$ cat config.mk
export PLATFORM = sky130hd
export DESIGN_NAME = display_scanner
export DESIGN_NICKNAME = d
export VERILOG_FILES = /design/src/rtl/disp_pkg.sv /design/src/rtl/refresh_divider.sv /design/src/rtl/display_scanner.sv
export SDC_FILE = /design/constraint.sdc
export NUM_CORES = 1
export LEC_CHECK = 0
export BUFFER_PORTS_ARGS = -buffer_cell sky130_fd_sc_hd__buf_2
export CORE_ASPECT_RATIO = 0.75
export CORE_MARGIN = 2
export CORE_UTILIZATION = 56
export CTS_BUF_LIST = sky130_fd_sc_hd__clkbuf_8
export DETAILED_ROUTE_END_ITERATION = 6
export MAX_ROUTING_LAYER = met4
export PLACE_DENSITY = 0.78
export SLEW_MARGIN = 40
export SYNTH_ARGS = -nofsm -noshare
export SYNTH_HDL_FRONTEND = slang
export SYNTH_SLANG_ARGS = --single-unit
$ cat constraint.sdc
create_clock -name clk -period 4.9 [get_ports clk]
set_input_delay 0.49 -clock clk [delete_from_list [all_inputs] [get_ports clk]]
set_output_delay 0.49 -clock clk [all_outputs]
set_load 0.05 [all_outputs]
$ cat src/rtl/disp_pkg.sv
// Shared constants and helpers for the multiplexed seven-segment display scanner.
package disp_pkg;

  localparam int DEFAULT_NUM_DIGITS = 4;
  localparam int MAX_DIGITS         = 32;

  // Active-low select with every digit switched off; slice to the digit count in use.
  localparam logic [MAX_DIGITS-1:0] DIGIT_OFF = '1;

  // Bits needed to hold values 0..value-1, never less than 1.
  function automatic int clog2(input int value);
    int width;
    width = 0;
    for (int i = 0; i < 31; i++) begin
      if ((1 << i) < value) width = i + 1;
    end
    return (width < 1) ? 1 : width;
  endfunction

endpackage

$ cat src/rtl/refresh_divider.sv
// Prescaler producing a one-cycle tick every REFRESH_DIV clocks to pace the digit scan.
module refresh_divider #(
  parameter int REFRESH_DIV = 50000,
  parameter int DIV_W       = 16
) (
  input  logic clk,
  input  logic rst,
  output logic tick
);

  localparam logic [DIV_W-1:0] LAST_CNT = DIV_W'(REFRESH_DIV - 1);

  logic [DIV_W-1:0] cnt_q;
  logic [DIV_W-1:0] cnt_d;

  assign tick = (cnt_q == LAST_CNT);

  always_comb begin
    // NOTE: every always_comb output gets a value on every path, otherwise a latch is inferred.
    cnt_d = cnt_q + DIV_W'(1);
    if (tick) cnt_d = '0;
  end

  always_ff @(posedge clk or posedge rst) begin
    // NOTE: state updates use non-blocking assignments so all flops sample pre-edge values.
    if (rst) cnt_q <= '0;
    else     cnt_q <= cnt_d;
  end

endmodule

$ cat src/rtl/display_scanner.sv
// Time-multiplexed N-digit seven-segment scanner with frame-aligned value load
// and optional leading-zero blanking.
module display_scanner
  import disp_pkg::*;
#(
  parameter int NUM_DIGITS  = DEFAULT_NUM_DIGITS,
  parameter int REFRESH_DIV = 50000,
  parameter int DIV_W       = 16
) (
  input  logic                    clk,
  input  logic                    rst,
  input  logic                    load_i,
  input  logic [4*NUM_DIGITS-1:0] value_i,
  input  logic                    blank_lz_i,
  output logic                    ready_o,
  output logic [3:0]              num_o,
  output logic [NUM_DIGITS-1:0]   digit_sel_o,
  output logic                    frame_o
);

  localparam int                VAL_W    = 4 * NUM_DIGITS;
  localparam int                IDX_W    = clog2(NUM_DIGITS);
  localparam logic [IDX_W-1:0]  LAST_IDX = IDX_W'(NUM_DIGITS - 1);
  localparam logic [NUM_DIGITS-1:0] SEL_OFF = DIGIT_OFF[NUM_DIGITS-1:0];

  logic                  tick;
  logic [IDX_W-1:0]      idx_q, idx_d, idx_next;
  logic [VAL_W-1:0]      shown_q, shown_d;
  logic [VAL_W-1:0]      pend_val_q, pend_val_d;
  logic                  pending_q, pending_d;
  logic [3:0]            num_q, num_d;
  logic [NUM_DIGITS-1:0] sel_q, sel_d;
  logic                  frame_q, frame_d;
  logic                  commit;
  logic [VAL_W-1:0]      eff_val;
  logic [NUM_DIGITS-1:0] blank_mask;

  refresh_divider #(
    .REFRESH_DIV (REFRESH_DIV),
    .DIV_W       (DIV_W)
  ) u_refresh_divider (
    .clk  (clk),
    .rst  (rst),
    .tick (tick)
  );

  always_comb begin
    idx_next = (idx_q == LAST_IDX) ? '0 : idx_q + IDX_W'(1);
    commit   = tick && (idx_next == '0);
    // At a commit edge digit 0 must already reflect the newly loaded value.
    eff_val  = (commit && pending_q) ? pend_val_q : shown_q;
  end

  // Digit k>0 is blanked when it and every more-significant nibble are zero.
  always_comb begin : lz_blanking
    logic run_zero;
    run_zero   = 1'b1;
    blank_mask = '0;
    for (int k = NUM_DIGITS - 1; k >= 1; k--) begin
      run_zero      = run_zero && (eff_val[4*k +: 4] == 4'h0);
      blank_mask[k] = blank_lz_i && run_zero;
    end
  end

  always_comb begin
    idx_d      = idx_q;
    num_d      = num_q;
    sel_d      = sel_q;
    frame_d    = 1'b0;
    shown_d    = shown_q;
    pend_val_d = pend_val_q;
    pending_d  = pending_q;

    if (tick) begin
      idx_d   = idx_next;
      frame_d = (idx_next == '0);
      sel_d   = SEL_OFF;
      for (int k = 0; k < NUM_DIGITS; k++) begin
        if (idx_next == IDX_W'(k)) begin
          num_d = eff_val[4*k +: 4];
          if (!blank_mask[k]) sel_d[k] = 1'b0;
        end
      end
    end

    if (commit && pending_q) begin
      shown_d   = pend_val_q;
      pending_d = 1'b0;
    end

    // A load can only be accepted while nothing is pending, so it never races a commit.
    if (load_i && !pending_q) begin
      pend_val_d = value_i;
      pending_d  = 1'b1;
    end
  end

  always_ff @(posedge clk or posedge rst) begin
    if (rst) begin
      idx_q      <= LAST_IDX;
      shown_q    <= '0;
      pend_val_q <= '0;
      pending_q  <= 1'b0;
      num_q      <= 4'h0;
      sel_q      <= SEL_OFF;
      frame_q    <= 1'b0;
    end else begin
      idx_q      <= idx_d;
      shown_q    <= shown_d;
      pend_val_q <= pend_val_d;
      pending_q  <= pending_d;
      num_q      <= num_d;
      sel_q      <= sel_d;
      frame_q    <= frame_d;
    end
  end

  assign ready_o     = ~pending_q;
  assign num_o       = num_q;
  assign digit_sel_o = sel_q;
  assign frame_o     = frame_q;

endmodule
==> summary.md, run 1 <==
| Metric | Value |
|---|---|
| Status | finished, final reports clean |
| IO Count | 30 |
| GRT Total Usage | 0.245 |
| Post-Route WL | 6050 microns |
| RD Place Congestion | 0.925 |
| Initial DRC Count | 169 |
| Sequential power share | 0.492 |
| CTS root buffer | clkbuf_8 |
| # H-tree levels | 3 |
| Post_cts resized | 0 |
| Filler cell count | ~420 |
| Vias in the first global route | a little under 2000 |
| Crit Path Category | reg2reg |
| Final Util | 0.674 |
| CTS max path bufs | 2 |
| Max-slew violation count | 0 |
| CP Data Required Time | approximately 5.1 ns |
| DP Wirelength | 4200 microns |
| EDFF count, synth | 0 |
| Total setup buffers inserted after CTS | 0 |
| VDD IR-drop max | 0.185 mV |
| ANT cells | 0 |
| CP Launch Type | register |
| Worst Setup End Kind | register |
| Yosys warnings | 0 |
| DRC | 0 |
| Core footprint | about 0.005 sq mm |
| Total gr overflow | 0 |
| Layout area overhead | 13.8% |
| Clock share of power | 0.480 |
| Hold-fix buffers at CTS | 0 |
| Synth Register Bits | 60 |
| Post-Syn Nets | between 300 and 400 |
| CTS Buf Count | 9 |
| First-pass GRT wire length | 10200 microns |
| Sequential area share after synthesis | 0.511 |
| Via Count | 2199 |
| Int Pwr | 814 uW |
| Post-Syn Instances | 287 |
| Layout Skew | 0.00839 ns |
| FP Rows | 22 |
| CTS tree | done |
| Routed len/inst | 15.4 microns |
| Vias per inst | around 5.6 |
| Switch share | 0.214 |
| Hold Crit Class | in2async |
| Clock-pin slew on the worst setup and hold paths | around 0.07 ns |
| Synth unique cells | between 40 and 50 |
| Die height | 66.9 microns |
| Initial DRT Pass Iterations | 4 |
| Mean Syn Cell Area | 10.3 sq um |
| Pin count of the biggest net entering global routing | 61 |
| Post-route setup TNS | 0 ns |
| Maxcap violations | 0 |
| Final hold vios | 0 |
| Leak | approximately 1.6 nW |
| RSZ-0062 raised after global routing | false |
| Setup WS post-layout | about 2.6 ns |
| Mapped Area | 0.00295 sq mm |
| CTS sink count | 60 |
| Share of cells above drive strength 1 | 0.244 |
| Combinational Power Share | 0.027 |
| PortBufs | 29 |
| Power density cells | 308 mW/mm^2 |
| P_sw | 221 uW |
| CP arrival | 2.54 ns |
| Layout Nets | between 300 and 400 |
| Setup Viol. Count Final | 0 |
| Max frequency | 432 MHz |
| Max_slew headroom | 0.509 |
| Worst slew pin tran | 0.736 ns |
| CP Max Fanout | 17 |
| Tmin final | between 2 and 2.5 ns |
| Fin crit share | 0.472 |
| Pre-CTS WS | 2.64 ns |
| Die W | 87.9 microns |
| Antenna Nets Post-Route | 0 |
| Die ar. | 0.00588 sq mm |
| Starting Density | 0.593 |
| Initial antenna violation count | 0 |
| Post-synth ARST share | 1.00 |
| Worst-Skew Late Latency | 0.35 ns |
| Most used flip-flop cell after synthesis | dfrtp_1 |
==> power by group through the flow <==
stage | Clock (mW) | Combinational, mW | Sequential, mW
detailed placement | 0 | 0.0292 | 0.519
floorplan | 0 | 0.0169 | 0.516
CTS | 0.506 | 0.0294 | 0.510
finish | 0.497 | 0.0283 | 0.510
global placement | 0 | 0.0285 | 0.519
global route | 0.535 | 0.0326 | 0.511
==> cell usage after synthesis (all sizes together) (3+ instances only) <==
library cell,number,share of area
a21oi,6,0.010
mux2i,3,0.010
dfstp,6,0.053
xor2,7,0.021
dfrtp,54,0.46
nor3,4,0.0068
xnor2,6,0.018
inv,6,0.0076
nor4b,4,0.017
ha,5,0.021
mux2,16,0.061
clkbuf,5,0.0064
nand2,69,0.089
nand4,5,0.016
nand4b,3,0.0089
buf,10,0.019
nor2b,4,0.0085
and4,5,0.015
and3,4,0.0085
o21ai,12,0.020
nor2,14,0.023
nand3,11,0.019
or4,3,0.0076
==> final timing paths <==
check	from	end	slack, ns	cells past startpoint
setup / recovery	idx_q[0]	num_o[2]	2.59	5
hold / removal	rst	u_refresh_divider.cnt_q[11]	0.35	3
setup reg to reg	idx_q[0]	num_o[2]	2.59	5
hold reg to reg	u_refresh_divider.cnt_q[0]	u_refresh_divider.cnt_q[0]	0.45	1
max in group asynchronous	rst	shown_q[9]	4.07	3
min in group clk	value_i[5]	pend_val_q[5]	0.37	2
==> worst max-delay path: stages, from the launching register on <==
cell and delay, ns:
dfstp_2 0.56, ha_1 0.25, and2_1 0.54, nand2_1 0.49, a21oi_1 0.29, nor3_1 0.06
==> registers in the layout (all words and copies together) (netlist names) <==
register and flops:
idx_q 2, frame_o 1, num_o 4, u_refresh_divider.cnt_q 16, shown_q 16, pend_val_q 16, pending_q 1, digit_sel_o 4
==> logic make-up after synthesis <==
group / count (synthesis) / share of synthesized area
mux: 20 / 0.0788
buf+inv: 21 / 0.0335
xor+xnor: 13 / 0.0386
flops: 60 / 0.511
compound gates: 32 / 0.0686
simple gates: 136 / 0.248
fa+ha+maj: 5 / 0.0212
==> cell type report <==
cell class	instances	area [sq um]	share of cell area
Clock buffer	10	138	0.0410
Clock inverter	6	87.6	0.0261
Inverter	6	22.5	0.00670
Multi-Input combinational cell	206	1350	0.400
Sequential cell	60	1510	0.449
Tap cell	72	90.1	0.0268
Timing Repair Buffer	32	168	0.0499
==> stage by stage <==
step	cells	hold WS [ns]	instance area (sq um)	total power, mW
2_1_floorplan	287	0.425	2950	0.533
3_3_place_gp	376	0.439	3130	0.547
3_5_place_dp	376	0.443	3130	0.548
4_1_cts	392	0.359	3360	1.05
5_1_grt	392	0.350	3360	1.08
6_report	392	0.353	3360	1.04
==> cells in the final DEF, fill, tap and decap left out, types with 4 or more instances in the layout <==
cell,netlist,final
mux2_2,16,16
a21oi_1,6,6
ha_1,5,5
dfrtp_1,54,54
xnor2_1,6,6
nand3_1,11,11
nor2b_1,4,4
nor2_1,13,13
nand4_1,4,4
and3_1,4,4
clkbuf_8,0,10
nand2_1,68,68
o21ai_0,12,12
nor3_1,4,4
and4_1,5,5
inv_1,6,5
dfstp_2,6,6
xor2_1,7,7
buf_2,7,29
==> metal layers <==
layer | vias up | global-route usage | wire length, microns
met5 | - | - | 0
met4 | 0 | 0.0615 | 31
met2 | 72 | 0.310 | 2540
met3 | 4 | 0.113 | 521
li1 | 1054 | - | -
met1 | 1069 | 0.351 | 2960
(Power assumes the default switching activity.)
==> run 2, diff against run 1 <==
==> constraint.sdc (replaced) <==
create_clock -name clk -period 2.3 [get_ports clk]
set_input_delay 0.23 -clock clk [delete_from_list [all_inputs] [get_ports clk]]
set_output_delay 0.23 -clock clk [all_outputs]
set_load 0.05 [all_outputs]
==> summary.md, run 2 (synthesis results as in run 1) <==
| Metric | Value |
|---|---|
| CTS root buffer | clkbuf_8 |
| Maxcap violations | 0 |
| Hold Crit Class | in2reg |
| RSZ-0062 raised after global routing | false |
| Total setup buffers inserted after CTS | 0 |
| Core footprint | about 0.0050 sq mm |
| Share of cells above drive strength 1 | 0.255 |
| Die height | 66.9 microns |
| VDD IR-drop max | about 0.42 mV |
| Starting Density | 0.593 |
| DP Wirelength | 4420 microns |
| CTS sink count | 60 |
| Total gr overflow | 0 |
| Die W | between 80 and 90 microns |
| IO Count | 30 |
| Die ar. | between 0.005 and 0.006 sq mm |
| Setup Viol. Count Final | 0 |
| Post-route setup TNS | 0 ns |
| CP Data Required Time | 2.54 ns |
| Fin crit share | 0.925 |
| Most common cell after layout, fill and taps aside | nand2_1 |
| Worst Setup End Kind | register |
| Layout area overhead | 15.1% |
| FP Rows | 22 |
| Vias per inst | 5.50 |
| Initial antenna violation count | 0 |
| Tmin final | around 2.1 ns |
| Post-Route WL | 6090 microns |
| Worst-Skew Late Latency | 0.36 ns |
| Antenna Nets Post-Route | 0 |
| CP arrival | ~2.4 ns |
| Worst slew pin tran | 0.617 ns |
| Final hold vios | 0 |
| Power density cells | around 630 mW/mm^2 |
| PortBufs | 29 |
| Biggest registers after layout | pend_val_q: 16 flops, shown_q: 16 flops, u_refresh_divider.cnt_q: 16 flops |
| # H-tree levels | 3 |
| Max frequency | about 470 MHz |
| Status | finished, final reports clean |
| CTS tree | done |
| CP Launch Type | register |
| DRC | 0 |
| ANT cells | 0 |
| Initial DRT Pass Iterations | 4 |
| Layout Nets | roughly 350 |
| Pin count of the biggest net entering global routing | 33 |
| Initial DRC Count | 196 |
| Via Count | around 2200 |
| Critical Path Max Stage Delay | 0.50 ns |
| Max_slew headroom | 0.588 |
| Highest-count cells in the layout ignoring fill and taps | nand2_1, dfrtp_1, buf_2 |
| Pre-CTS WS | 0.191 ns |
| CTS Buf Count | 9 |
| Crit-path cells | ha_1 > and3_1 > nand4_4 > nor2_8 > mux4_2 > a31o_1 |
| CP Max Fanout | 7 |
| Max-slew violation count | 0 |
| Routed len/inst | 15.3 microns |
| Setup WS post-layout | 0.173 ns |
| RD Place Congestion | between 0.8 and 0.9 |
| Critical-path cell with the highest stage delay | mux4_2 |
| GRT Total Usage | 0.247 |
| Leak | 1.66 nW |
| Vias in the first global route | 2032 |
| First-pass GRT wire length | around 10000 microns |
| Clock-pin slew on the worst setup and hold paths | about 0.08 ns |
| CTS max path bufs | 2 |
| Layout Skew | 0.00990 ns |
| Crit Path Category | reg2reg |
run 2: critical path: cells and delay by family, from the launching register on:
family / cells / cell delay [ns]
AOI/OAI and AO/OA: 1 / 0.22
muxes: 1 / 0.50
adders and majority gates: 1 / 0.19
DFF: 1 / 0.38
and+or+nand+nor: 3 / 0.73
run 2: cell type report:
class / instances / area [sq um]
clock buffers: 10 / 138
clock inverters: 6 / 72.6
fillers: 405 / 1580
inverters: 6 / 22.5
multi-input cells: 206 / 1350
flip-flops and latches: 60 / 1510
well taps: 72 / 90.1
repair buffers: 37 / 220
run 2: path summary, 6_finish.rpt:
kind / start / to / slack [ns] / cells past startpoint
max: u_refresh_divider.cnt_q[0] / num_o[0] / 0.17 / 6
min: value_i[15] / pend_val_q[15] / 0.10 / 2
max reg2reg: u_refresh_divider.cnt_q[0] / num_o[0] / 0.17 / 6
min reg2reg: shown_q[1] / shown_q[1] / 0.47 / 2
max in group asynchronous: rst / digit_sel_o[1] / 1.15 / 4
min in group asynchronous: rst / pend_val_q[15] / 0.49 / 3
run 2: what timing repair did:
item | 4_1_cts | 5_1_grt
gates resized for setup | 0 | 1
endpoints found under the hold margin | 27 | 0
setup endpoints to repair | 0 | 2
hold buffers | 1 | 0
run 2: metrics by stage:
step                total power, mW  instances  utilization  hold slack [ns]  cell area [sq um]
finish                         2.14        397        0.682            0.100               3400
floorplan                      1.14        287            -            0.382               2950
global placement               1.17        380        0.638            0.337               3180
detailed placement             1.17        380        0.638            0.333               3180
CTS                            2.15        397        0.682           0.0926               3400
global route                   2.22        397        0.682           0.0836               3400
run 2: layer usage:
layer | share of wire | track usage
met3 | 0.064 | 0.104
met2 | 0.42 | 0.319
met5 | 0 | -
met1 | 0.51 | 0.350
met4 | 0.011 | 0.0750
run 2: where the power goes:
group          leakage (nW)  switching (mW)  internal, mW
clock network         0.103           0.450         0.538
logic                 0.778          0.0329        0.0318
registers             0.780          0.0155          1.07
total                  1.66           0.499          1.64
==> run 3, diff against run 2 <==
--- a/config.mk
+++ b/config.mk
@@ -12,8 +12,10 @@
 export CTS_BUF_LIST = sky130_fd_sc_hd__clkbuf_8
 export DETAILED_ROUTE_END_ITERATION = 6
 export MAX_ROUTING_LAYER = met4
-export PLACE_DENSITY = 0.78
+export PLACE_DENSITY = 0.79
+export REMOVE_ABC_BUFFERS = 1
 export SLEW_MARGIN = 40
 export SYNTH_ARGS = -nofsm -noshare
 export SYNTH_HDL_FRONTEND = slang
+export SYNTH_HIERARCHICAL = 1
 export SYNTH_SLANG_ARGS = --single-unit
==> summary.md, run 3 <==
| Metric | Value |
|---|---|
| Total gr overflow | 0 |
| Final hold vios | 0 |
| Antenna Nets Post-Route | 0 |
| VDD IR-drop max | 0.491 mV |
| CP Launch Type | register |
| Crit-path cells | or4b_4 > nor4_4 > and3_4 > mux4_2 > nand2_2 > nand3_2 |
| Core footprint | 0.00457 sq mm |
| CP arrival | 2.53 ns |
| Setup WS post-layout | -0.0203 ns |
| Post-route setup TNS | -0.0275 ns |
| RD Place Congestion | 0.894 |
| Int Pwr | around 1.5 mW |
| Setup Viol. Count Final | 2 |
| Starting Density | 0.599 |
| ANT cells | 0 |
| Tmin final | 2.32 ns |
| Worst-Skew Late Latency | 0.33 ns |
| Clock-pin slew on the worst setup and hold paths | around 0.06 ns |
| Vias in the first global route | 1969 |
| Tot Pwr | 1.93 mW |
| Highest-count cells in the layout ignoring fill and taps | dfrtp_1, nand2_1, buf_2 |
| RSZ-0062 raised after global routing | true |
| Post-synth top area cell | dfrtp_1 |
| Final non-filler cell area | between 0.003 and 0.004 sq mm |
| Worst hold slack | 0.125 ns |
| Layout Skew | 0.00608 ns |
| Post-Syn Instances | 233 |
| Post-synth top cells | dfrtp_1, nand2_1, mux2_2 |
| EDFF count, synth | 0 |
| Share of cells above drive strength 1 | 0.378 |
| Power density cells | around 580 mW/mm^2 |
| CP Data Required Time | 2.51 ns |
| Hold Crit Class | in2reg |
| Worst slew pin tran | 0.605 ns |
| Fin crit share | 1.01 |
| Max-slew violation count | 0 |
| Clock share of power | 0.379 |
| Critical Path Max Stage Delay | 0.55 ns |
| GRT Total Usage | 0.238 |
| Synth top area share | 0.494 |
| DP Wirelength | 3910 microns |
| Yosys warnings | 6 |
| CTS sink count | 60 |
| Top-count cell post-synth | dfrtp_1 |
| CTS Buf Count | 9 |
| Post-route insts no fill | 356 |
| Combinational Power Share | 0.041 |
| DRC | 0 |
| Routed len/inst | 15.7 microns |
| Critical-path cell with the highest stage delay | or4b_4 |
| CTS max path bufs | 2 |
| IO Count | 30 |
| CP Max Fanout | 7 |
| Sequential area share after synthesis | 0.551 |
| Post-Route WL | 5600 microns |
| DP Cell Count | 333 |
| Initial DRT Pass Iterations | 4 |
| Ranking of synthesized cells by area | dfrtp_1, mux2_2, dfstp_2, nand2_1, mux4_2 |
| Die height | 64.6 microns |
| Layout area overhead | 21.2% |
| Final Util | 0.726 |
| FP Rows | 21 |
| PortBufs | 29 |
| Synth Register Bits | 60 |
| Most common cell after layout, fill and taps aside | dfrtp_1 |
| CP Buf/Inv Count | 0 |
| Initial DRC Count | 83 |
| Status | finished with violations |
| CTS root buffer | clkbuf_8 |
| Die W | 84.7 microns |
| Layout Nets | 320 |
| Mapped Area | 0.00274 sq mm |
| Maxcap violations | 0 |
| Failing checks | setup timing |
| Initial antenna violation count | 0 |
| Most used flip-flop cell after synthesis | dfrtp_1 |
| Max frequency | roughly 430 MHz |
| Mean Syn Cell Area | about 12 sq um |
| Worst Setup End Kind | register |
| First-pass GRT wire length | between 9000 and 10000 microns |
| Die ar. | 0.00547 sq mm |
| P_sw | roughly 430 uW |
| Max_slew headroom | 0.596 |
| Biggest registers after layout | pend_val_q: 16 flops, shown_q: 16 flops, u_refresh_divider/cnt_q: 16 flops |
| Crit Path Category | reg2reg |
| Leak | 1.65 nW |
| Switch share | 0.225 |
| Post-DP Area | 0.00308 sq mm |
| Via Count | 1959 |
| Post-synth ARST share | 1.00 |
| # H-tree levels | 3 |
| Pre-CTS WS | -0.186 ns |
| Sequential power share | 0.580 |
| Synth unique cells | 35 |
| Pin count of the biggest net entering global routing | 45 |
| Vias per inst | 5.50 |
| Family with the most delay on the worst path | simple AND/OR/NAND/NOR gates |
| CTS tree | done |
-- run 3: cell type report --
type / count / area, sq um
sequential: 60 / 1510
fill: 351 / 1250
multi-input combinational: 160 / 1190
timing repair buffer: 58 / 369
clock buffer: 9 / 124
tap: 57 / 71.3
clock inverter: 6 / 26.3
inverter: 6 / 22.5
-- run 3: worst paths after layout --
path                                            start                          to  slack [ns]  cells past startpoint
hold reg to reg                        digit_sel_o[0]              digit_sel_o[0]        0.46                      2
setup reg to reg           u_refresh_divider/cnt_q[5]                    num_o[2]       -0.02                      6
hold / removal                            value_i[13]              pend_val_q[13]        0.12                      2
min in group asynchronous                         rst  u_refresh_divider/cnt_q[1]        0.52                      3
setup / recovery           u_refresh_divider/cnt_q[5]                    num_o[2]       -0.02                      6
max in group asynchronous                         rst              pend_val_q[14]        1.33                      4
-- run 3: cell families after synthesis --
group                      synth area share
and+or+nand+nor                       0.192
DFF                                   0.551
muxes                                 0.143
buffers and inverters                0.0251
AOI/OAI and AO/OA                    0.0274
xor gates and xnor gates             0.0384
adders and majority gates            0.0229
-- run 3: layer usage --
layer,GRT usage,vias to the layer above,part of all wire
li1,-,937,-
met1,0.312,952,0.47
met2,0.352,61,0.46
met3,0.0841,9,0.057
met4,0.0714,0,0.015
met5,-,-,0
-- run 3: power groups by stage --
stage / Sequential (mW) / Clock (mW) / Combinational [mW]
6_report: 1.12 / 0.732 / 0.0784
5_1_grt: 1.12 / 0.806 / 0.0897
4_1_cts: 1.12 / 0.752 / 0.0810
3_5_place_dp: 1.14 / 0 / 0.0791
3_3_place_gp: 1.14 / 0 / 0.0751
2_1_floorplan: 1.13 / 0 / 0.0504
-- run 3: timing repair --
| item | CTS | global route |
|---|---|---|
| hold buffers | 1 | 0 |
| gates resized for setup | 5 | 3 |
| buffers inserted | 2 | 6 |
| hold endpoints to repair | 16 | 0 |
| endpoints found under the setup margin | 5 | 5 |
| pin swaps | 2 | 6 |
